`src/rtl/p_comp_pkg.sv`:
```
// Shared definitions for the p-bit computation path: FSM states and the
// signed input range of the p-bit.
package p_comp_pkg;

  typedef enum logic [1:0] {
    IDLE  = 2'd0,
    ACCUM = 2'd1,
    SAT   = 2'd2
  } state_e;

  localparam int FIELD_WIDTH = 4;
  localparam int FIELD_MIN   = -8;
  localparam int FIELD_MAX   = 7;

endpackage

```
`src/rtl/field_saturate.sv`:
```
// Combinational clamp of a signed accumulator value into the p-bit input
// range FIELD_MIN..FIELD_MAX.
module field_saturate
  import p_comp_pkg::*;
#(
  parameter int ACC_WIDTH = 8
) (
  input  logic signed [ACC_WIDTH-1:0]   acc_in,
  output logic signed [FIELD_WIDTH-1:0] sat_out
);

  localparam logic signed [ACC_WIDTH-1:0] MAX_V = ACC_WIDTH'(FIELD_MAX);
  localparam logic signed [ACC_WIDTH-1:0] MIN_V = ACC_WIDTH'(FIELD_MIN);

  always_comb begin
    if (acc_in > MAX_V) begin
      sat_out = FIELD_WIDTH'(FIELD_MAX);
    end else if (acc_in < MIN_V) begin
      sat_out = FIELD_WIDTH'(FIELD_MIN);
    end else begin
      sat_out = acc_in[FIELD_WIDTH-1:0];
    end
  end

endmodule

```
`src/rtl/p_local_field.sv`:
```
// Serial local-field accumulator I = h + sum(J_k * m_k), saturated to the
// p-bit input range. LOCAL_FIELD_SHIFT_EN adds a field_shift scale input.
module p_local_field
  import p_comp_pkg::*;
#(
  parameter int N_NEIGH   = 4,
  parameter int W_WIDTH   = 4,
  parameter int ACC_WIDTH = 8,
  localparam int AW       = (N_NEIGH > 1) ? $clog2(N_NEIGH) : 1
) (
  input  logic                          clk,
  input  logic                          reset,
  input  logic                          w_we,
  input  logic [AW-1:0]                 w_addr,
  input  logic signed [W_WIDTH-1:0]     w_data,
  input  logic signed [W_WIDTH-1:0]     bias,
  input  logic [N_NEIGH-1:0]            spins,
  input  logic                          start,
`ifdef LOCAL_FIELD_SHIFT_EN
  input  logic [1:0]                    field_shift,
`endif
  output logic                          busy,
  output logic                          field_valid,
  output logic signed [FIELD_WIDTH-1:0] field_out
);

  state_e                      state_q, state_d;
  logic signed [ACC_WIDTH-1:0] acc_q, acc_d;
  logic [AW-1:0]               idx_q, idx_d;
  logic [N_NEIGH-1:0]          snap_q, snap_d;
  logic signed [W_WIDTH-1:0]   weight_q [N_NEIGH];
  logic signed [W_WIDTH-1:0]   weight_d [N_NEIGH];
  logic signed [FIELD_WIDTH-1:0] field_out_q, field_out_d;
  logic                        valid_q, valid_d;
  logic [1:0]                  shift_q, shift_d;

  logic [AW:0]                 addr_ext;
  logic signed [W_WIDTH-1:0]   cur_w;
  logic signed [ACC_WIDTH-1:0] cur_w_ext;
  logic signed [ACC_WIDTH-1:0] acc_shift;
  logic signed [FIELD_WIDTH-1:0] sat_val;

  assign addr_ext  = {1'b0, w_addr};
  assign cur_w     = weight_q[idx_q];
  assign cur_w_ext = {{(ACC_WIDTH-W_WIDTH){cur_w[W_WIDTH-1]}}, cur_w};
  assign acc_shift = acc_q >>> shift_q;

  field_saturate #(.ACC_WIDTH(ACC_WIDTH)) u_sat (
    .acc_in  (acc_shift),
    .sat_out (sat_val)
  );

  always_ff @(posedge clk or negedge reset) begin
    if (!reset) begin
      state_q <= IDLE;
    end else begin
      state_q <= state_d;
    end
  end

  always_comb begin
    state_d = state_q;
    case (state_q)
      IDLE:    if (start) state_d = ACCUM;
      ACCUM:   if (idx_q == AW'(N_NEIGH-1)) state_d = SAT;
      SAT:     state_d = IDLE;
      default: state_d = IDLE;
    endcase
  end

  always_comb begin
    busy = (state_q != IDLE);
  end

  // Datapath next-state; weights only change while idle.
  always_comb begin
    acc_d       = acc_q;
    idx_d       = idx_q;
    snap_d      = snap_q;
    weight_d    = weight_q;
    field_out_d = field_out_q;
    valid_d     = 1'b0;
    shift_d     = shift_q;
    case (state_q)
      IDLE: begin
        if (w_we && (addr_ext < (AW+1)'(N_NEIGH))) begin
          weight_d[w_addr] = w_data;
        end
        if (start) begin
          snap_d = spins;
          acc_d  = {{(ACC_WIDTH-W_WIDTH){bias[W_WIDTH-1]}}, bias};
          idx_d  = '0;
`ifdef LOCAL_FIELD_SHIFT_EN
          shift_d = field_shift;
`else
          shift_d = 2'd0;
`endif
        end
      end
      ACCUM: begin
        acc_d = snap_q[idx_q] ? (acc_q + cur_w_ext) : (acc_q - cur_w_ext);
        idx_d = idx_q + AW'(1);
      end
      SAT: begin
        field_out_d = sat_val;
        valid_d     = 1'b1;
      end
      default: ;
    endcase
  end

  always_ff @(posedge clk or negedge reset) begin
    if (!reset) begin
      acc_q       <= '0;
      idx_q       <= '0;
      snap_q      <= '0;
      field_out_q <= '0;
      valid_q     <= 1'b0;
      shift_q     <= 2'd0;
      for (int i = 0; i < N_NEIGH; i++) weight_q[i] <= '0;
    end else begin
      acc_q       <= acc_d;
      idx_q       <= idx_d;
      snap_q      <= snap_d;
      field_out_q <= field_out_d;
      valid_q     <= valid_d;
      shift_q     <= shift_d;
      weight_q    <= weight_d;
    end
  end

  assign field_valid = valid_q;
  assign field_out   = field_out_q;

endmodule

```
`config.mk`:
```
export PLATFORM = sky130hd
export DESIGN_NAME = p_local_field
export DESIGN_NICKNAME = d
export VERILOG_FILES = /design/src/rtl/p_comp_pkg.sv /design/src/rtl/field_saturate.sv /design/src/rtl/p_local_field.sv
export SDC_FILE = /design/constraint.sdc
export NUM_CORES = 1
export LEC_CHECK = 0
export BUFFER_PORTS_ARGS = -buffer_cell sky130_fd_sc_hd__buf_2
export CAP_MARGIN = 20
export CORE_ASPECT_RATIO = 0.7
export CORE_MARGIN = 3
export CORE_UTILIZATION = 35
export DETAILED_ROUTE_END_ITERATION = 8
export SLEW_MARGIN = 20
export SYNTH_ARGS = -nofsm -noshare
export SYNTH_HDL_FRONTEND = slang
export SYNTH_SLANG_ARGS = --single-unit
```
`constraint.sdc`:
```
create_clock -name clk -period 6.32 [get_ports clk]
set_input_delay 1.264 -clock clk [delete_from_list [all_inputs] [get_ports clk]]
set_output_delay 1.264 -clock clk [all_outputs]
set_load 0.05 [all_outputs]
```
Yosys cells after proc, flatten, opt, wreduce, memory -nomap -nowiden
Cells that the tools add are included.

Flip-flop bits (word level): 37. Bits of input ports: 18. Output and inout port bits: 6.

$add $sub $neg: 3. Magnitude comparators: 7. Equality and inequality tests: 5. Multiplexer cells: 19. Bitwise operators: 2. Reduce and logical (&&, ||, !) cells: 9.

Operators with widths (number): 4-bit 2-to-1 mux (5); 16-bit bitwise mux (1); 8-bit 2-to-1 mux (2); 8-bit one-hot mux with 2 select lines (1); 8-bit by 4-bit adder with 8-bit output (1); 4-bit binary-select mux with 2-bit select (1); 4-bit demux with 2-bit select (1); 8-bit by 4-bit > comparator with 1-bit output (second input constant) (1); 8-bit by 4-bit less-than comparator with 1-bit output (second input constant) (1); 2-bit one-hot mux with 2 select lines (2); 2-bit AND reduction (4); 8-bit by 4-bit subtractor with 8-bit output (1); 3-bit greater-or-equal comparator (second input constant) (2); 2-bit by 3-bit less-than comparator with 1-bit output (second input constant) (2); 2-bit 2-to-1 mux (3); 2-bit inverter with 3-bit output (2); 2-bit == test (second input constant) (2); 2-bit != test (second input constant) (2); 2-bit nonzero test (2); 3-bit by 1-bit less-than comparator with 1-bit output (second input constant) (1); 2-bit by 1-bit adder with 2-bit output (second input constant) (1); 1-bit binary-select mux with 2-bit select (1); 2-bit by 1-bit == test with 1-bit output (second input constant) (1); 1-bit logical AND (2); other kinds (2) (3).

Logic depth before layout (Yosys ltp)
Depth after elaboration: 7. Mapped depth: 13. Mapped depth without buffers: 12.

Modules after synthesis
Synthesis repeated with hierarchy kept, for this count alone.

Cell total of the unflattened synthesis: 176. Area total of the unflattened synthesis: 2043.2 um^2.

By module, submodules not included: p_local_field (times used 1, cells each 164, area each 1971.9 um^2); field_saturate (times used 1, cells each 12, area each 71.3 um^2).

Worst setup path before layout
OpenSTA, ideal clock, no wires.

Path kind: register to register. From: register idx_q[0]. To: register acc_q[6]. Setup time: 0.133 ns. Data arrival time: 2.839 ns. Data required time: 6.187 ns. Setup slack: 3.348 ns. Stages on the path, launching flop included: 13. Buffers on the path: 1. Cell sequence: dfrtp_1 > buf_6 > mux4_1 > inv_1 > ha_1 > mux2_2 > fa_1 > a21o_1 > a21oi_1 > o21bai_1 > a21oi_1 > xor2_1 > o21ai_0.

Longest elaborated chain between the ends: 7. Elaborated cells between the ends (all ways): 10. Classes of those cells: 2 x add/sub; 7 x mux; 1 x bitwise.

RTL lines: start: declaration (line p_local_field.sv:29) `logic [AW-1:0] idx_q, idx_d;`; start signal: assignment (line p_local_field.sv:123) `idx_q <= idx_d;`; 2-bit inverter with 3-bit output (not written as such) (line p_local_field.sv:44) `assign cur_w = weight_q[idx_q];`; 4-bit binary-select mux with 2-bit select (line p_local_field.sv:44); 4-bit 2-to-1 mux (not written as such) (2 in series) (line p_local_field.sv:44); 8-bit by 4-bit subtractor with 8-bit output or 8-bit by 4-bit adder with 8-bit output (tied branches) (line p_local_field.sv:101) `acc_d = snap_q[idx_q] ? (acc_q + cur_w_ext) : (acc_q - cur_w_ext);`; 8-bit 2-to-1 mux * (line p_local_field.sv:101); 8-bit one-hot mux with 2 select lines * (line p_local_field.sv:84) `case (state_q)`; end signal: assignment (line p_local_field.sv:114) `acc_q <= '0;`; end signal: assignment (line p_local_field.sv:122) `acc_q <= acc_d;`; end: declaration (line p_local_field.sv:28) `logic signed [ACC_WIDTH-1:0] acc_q, acc_d;`.

Every way passes the cells marked *; elsewhere a longest branch is shown, timed or not. The select of a mux whose other input is x is not followed. A chain may end at the register's enable or synchronous reset.

Worst setup path in the final report
Ends and elaborated chain as after synthesis.

==> flow_metrics.env <==
export IMPL_path_buf_inv=1
export IMPL_die_h_um=69.2
export IMPL_die_area_um2=6660
export IMPL_fin_crit_sh=0.530
export IMPL_multi_input_area_um2=1020
export IMPL_yosysUniqueCellTypes=34
export IMPL_ys_warnings_count=0
export IMPL_synthFlopType="dfrtp_1"
export IMPL_drt_met1_wl_um=2070
export IMPL_cpMaxStageDelayCell="mux4_1"
export IMPL_min_path_type="reg2reg"
export IMPL_drc_errors=0
export IMPL_grt_max_degree=38
export IMPL_syn_num_nets=205
export IMPL_cts_made_buffers=5
export IMPL_path_cells="mux4_1 -> inv_1 -> ha_1 -> mux2_2 -> fa_1 -> a21o_1 -> a21oi_1 -> o21bai_1 -> a21oi_1 -> xor2_1 -> o21ai_0"
export IMPL_r2r_start="idx_q[0]"
export IMPL_crit_start="idx_q[0]"
export IMPL_maxCapViolations=0
export IMPL_clock_skew_ps=7.78
export IMPL_grt_pass1_vias=1339
export IMPL_totalWireLength_um=3860
export IMPL_gp_congestion=0.790
export IMPL_cts_tree="done"
export IMPL_hpwl_um=2940
export IMPL_cts_resized_gates=0
export IMPL_critPathRequiredTime_ps=6480
export IMPL_final_common_cell="dfrtp_1"
export IMPL_io_buffers=23
export IMPL_max_stage_delay_ps=660
export IMPL_top_layer="met4"
export IMPL_grt_usage=0.129
export IMPL_final_area_um2=2280
export IMPL_yosys_register_bits=37
export IMPL_run_status="completed"
export IMPL_path_delay_family="multiplexers"
export IMPL_first_iter_violations=45
export IMPL_criticalPathCategory="reg2reg"
export IMPL_die_width_um=96.3
export IMPL_vias_per_cell=5.17
export IMPL_antenna_cells=0
export IMPL_worstSetupEndpoint="acc_q[6]"
export IMPL_timing_rr_end="acc_q[6]"
export IMPL_area_growth_pct=14.3
export IMPL_crit_fanout=8
export IMPL_rows=22
export IMPL_wl_met2_um=1510
export IMPL_rsz0062_at_grt="false"
export IMPL_r2r_cells=11
export IMPL_startpoint_type="flip-flop"
export IMPL_end_kind="flip-flop"
export IMPL_met3_length_um=223
export IMPL_cts_sinks=37
export IMPL_cp_arrival_ps=3510
export IMPL_core_um2=5370
export IMPL_cts_clk_slew_worst_paths_ps=80
export IMPL_syn_inst=174
export IMPL_worst_pin_slew_ps=811
export IMPL_path_depth=11
export IMPL_drive_above_1_share=0.285
export IMPL_placed_cell_area_um2=2180
export IMPL_fmax_mhz=299
export IMPL_finalHoldViolations=0
export IMPL_firstDrtPassIters=4
export IMPL_period_needed_ps=3350
export IMPL_syn_area_um2=2000
export IMPL_fin_tns_setup_ps=0
export IMPL_cts_hold_buffers_added=0
export IMPL_crit_top_cell="a21oi_1"
export IMPL_relSlewSlack=0.459
export IMPL_root_buffer="clkbuf_8"
export IMPL_fin_util=0.425
export IMPL_synthArstFlopShare=1.00
export IMPL_cts_max_level=2
export IMPL_setup_viol=0
export IMPL_seq_area_um2=926
export IMPL_place_ws_ps=3000
export IMPL_antenna_left=0
export IMPL_fillers=539
export IMPL_antenna_found_initial=0
export IMPL_fin_nets=231
export IMPL_route_vias_total=1405
export IMPL_reg2reg_slack_ps=2970
export IMPL_slew_violations=0
export IMPL_gr_total_overflow=0
export IMPL_mostFrequentLayoutCells="37 x dfrtp_1, 23 x buf_2, 22 x mux2_2, 14 x o21ai_0, 14 x nand2_1"
export IMPL_post_cts_buffers=0
export IMPL_grt_pass1_wl_um=6620
export IMPL_synth_edff_count=0
export IMPL_pin_count=24
export IMPL_clockBufferDepth=2
export IMPL_fin_ws_ps=2970
export IMPL_start_util=0.372
export IMPL_avgRoutedWirePerCell_um=14.2
export IMPL_seq_area_frac_synth=0.464
export IMPL_clk_latency_ps=290
export IMPL_syn_area_per_cell_um2=11.5
## worst reg2reg max path, stage by stage (launching register included)
cell and delay, ps:
dfrtp_1 540, mux4_1 660, inv_1 80, ha_1 210, mux2_2 300, fa_1 440
a21o_1 180, a21oi_1 270, o21bai_1 110, a21oi_1 190, xor2_1 150, o21ai_0 80
## stage by stage
| stage | hold slack, ps | cells |
|---|---|---|
| global route | 478 | 272 |
| global placement | 448 | 265 |
| floorplan | 470 | 174 |
| finish | 460 | 272 |
| CTS | 468 | 272 |
| detailed placement | 452 | 265 |
## routing by layer
| metal | track usage | up-vias |
|---|---|---|
| li1 | - | 677 |
| met4 | 0.0379 | 0 |
| met2 | 0.165 | 33 |
| met3 | 0.0401 | 7 |
| met1 | 0.202 | 688 |
| met5 | 0 | - |
## how the worst min path moves through the flow
| stage | endpoint | cells after the start | start | slack [ps] |
|---|---|---|---|---|
| finish | field_out[2] | 2 | field_out[2] | 460 |
| global placement | field_out[2] | 2 | field_out[2] | 450 |
| detailed placement | field_out[2] | 2 | field_out[2] | 450 |
| CTS | field_out[2] | 2 | field_out[2] | 470 |
| global route | field_out[0] | 2 | field_out[0] | 480 |
| floorplan | weight_q[10] | 1 | weight_q[10] | 470 |
## area by class of cell
| type | instances | share of cell area |
|---|---|---|
| Multi-Input combinational cell | 125 | 0.446 |
| Sequential cell | 37 | 0.406 |
| Timing Repair Buffer | 23 | 0.0504 |
| Tap cell | 72 | 0.0395 |
| Clock buffer | 5 | 0.0302 |
| Clock inverter | 2 | 0.0154 |
| Inverter | 8 | 0.0132 |
## cell families (layout without fill, tap and decap cells)
group / after synthesis / count (layout) / synth area share
AND/OR/NAND/NOR: 44 / 44 / 0.108
flip-flops: 37 / 37 / 0.464
AO/OA/AOI/OAI: 32 / 32 / 0.0896
multiplexers: 29 / 29 / 0.196
adder cells (fa/ha/maj): 13 / 13 / 0.0852
buffers and inverters: 12 / 38 / 0.0269
XOR/XNOR: 7 / 7 / 0.0307
## registers in the layout (all words and copies together), names as in the netlist
register and cells:
field_out 4, snap_q 4, weight_q 16, state_q 2, idx_q 2, acc_q 8
field_valid 1
## cells in the mapped netlist, types with 3 or more instances
cell type,n,share of area
dfrtp_1,37,0.46
xnor2_1,3,0.013
mux2_2,22,0.12
nand4_1,4,0.013
inv_1,8,0.015
o21ai_0,14,0.035
ha_1,12,0.075
nand2_1,14,0.026
a21oi_1,12,0.030
nand3_1,5,0.013
mux4_1,3,0.039
xor2_1,4,0.018
nor2_1,7,0.013
Power is left out: the tool's default activity adds up to more than one toggle a clock period on the data nets, which glitch-free logic cannot reach.
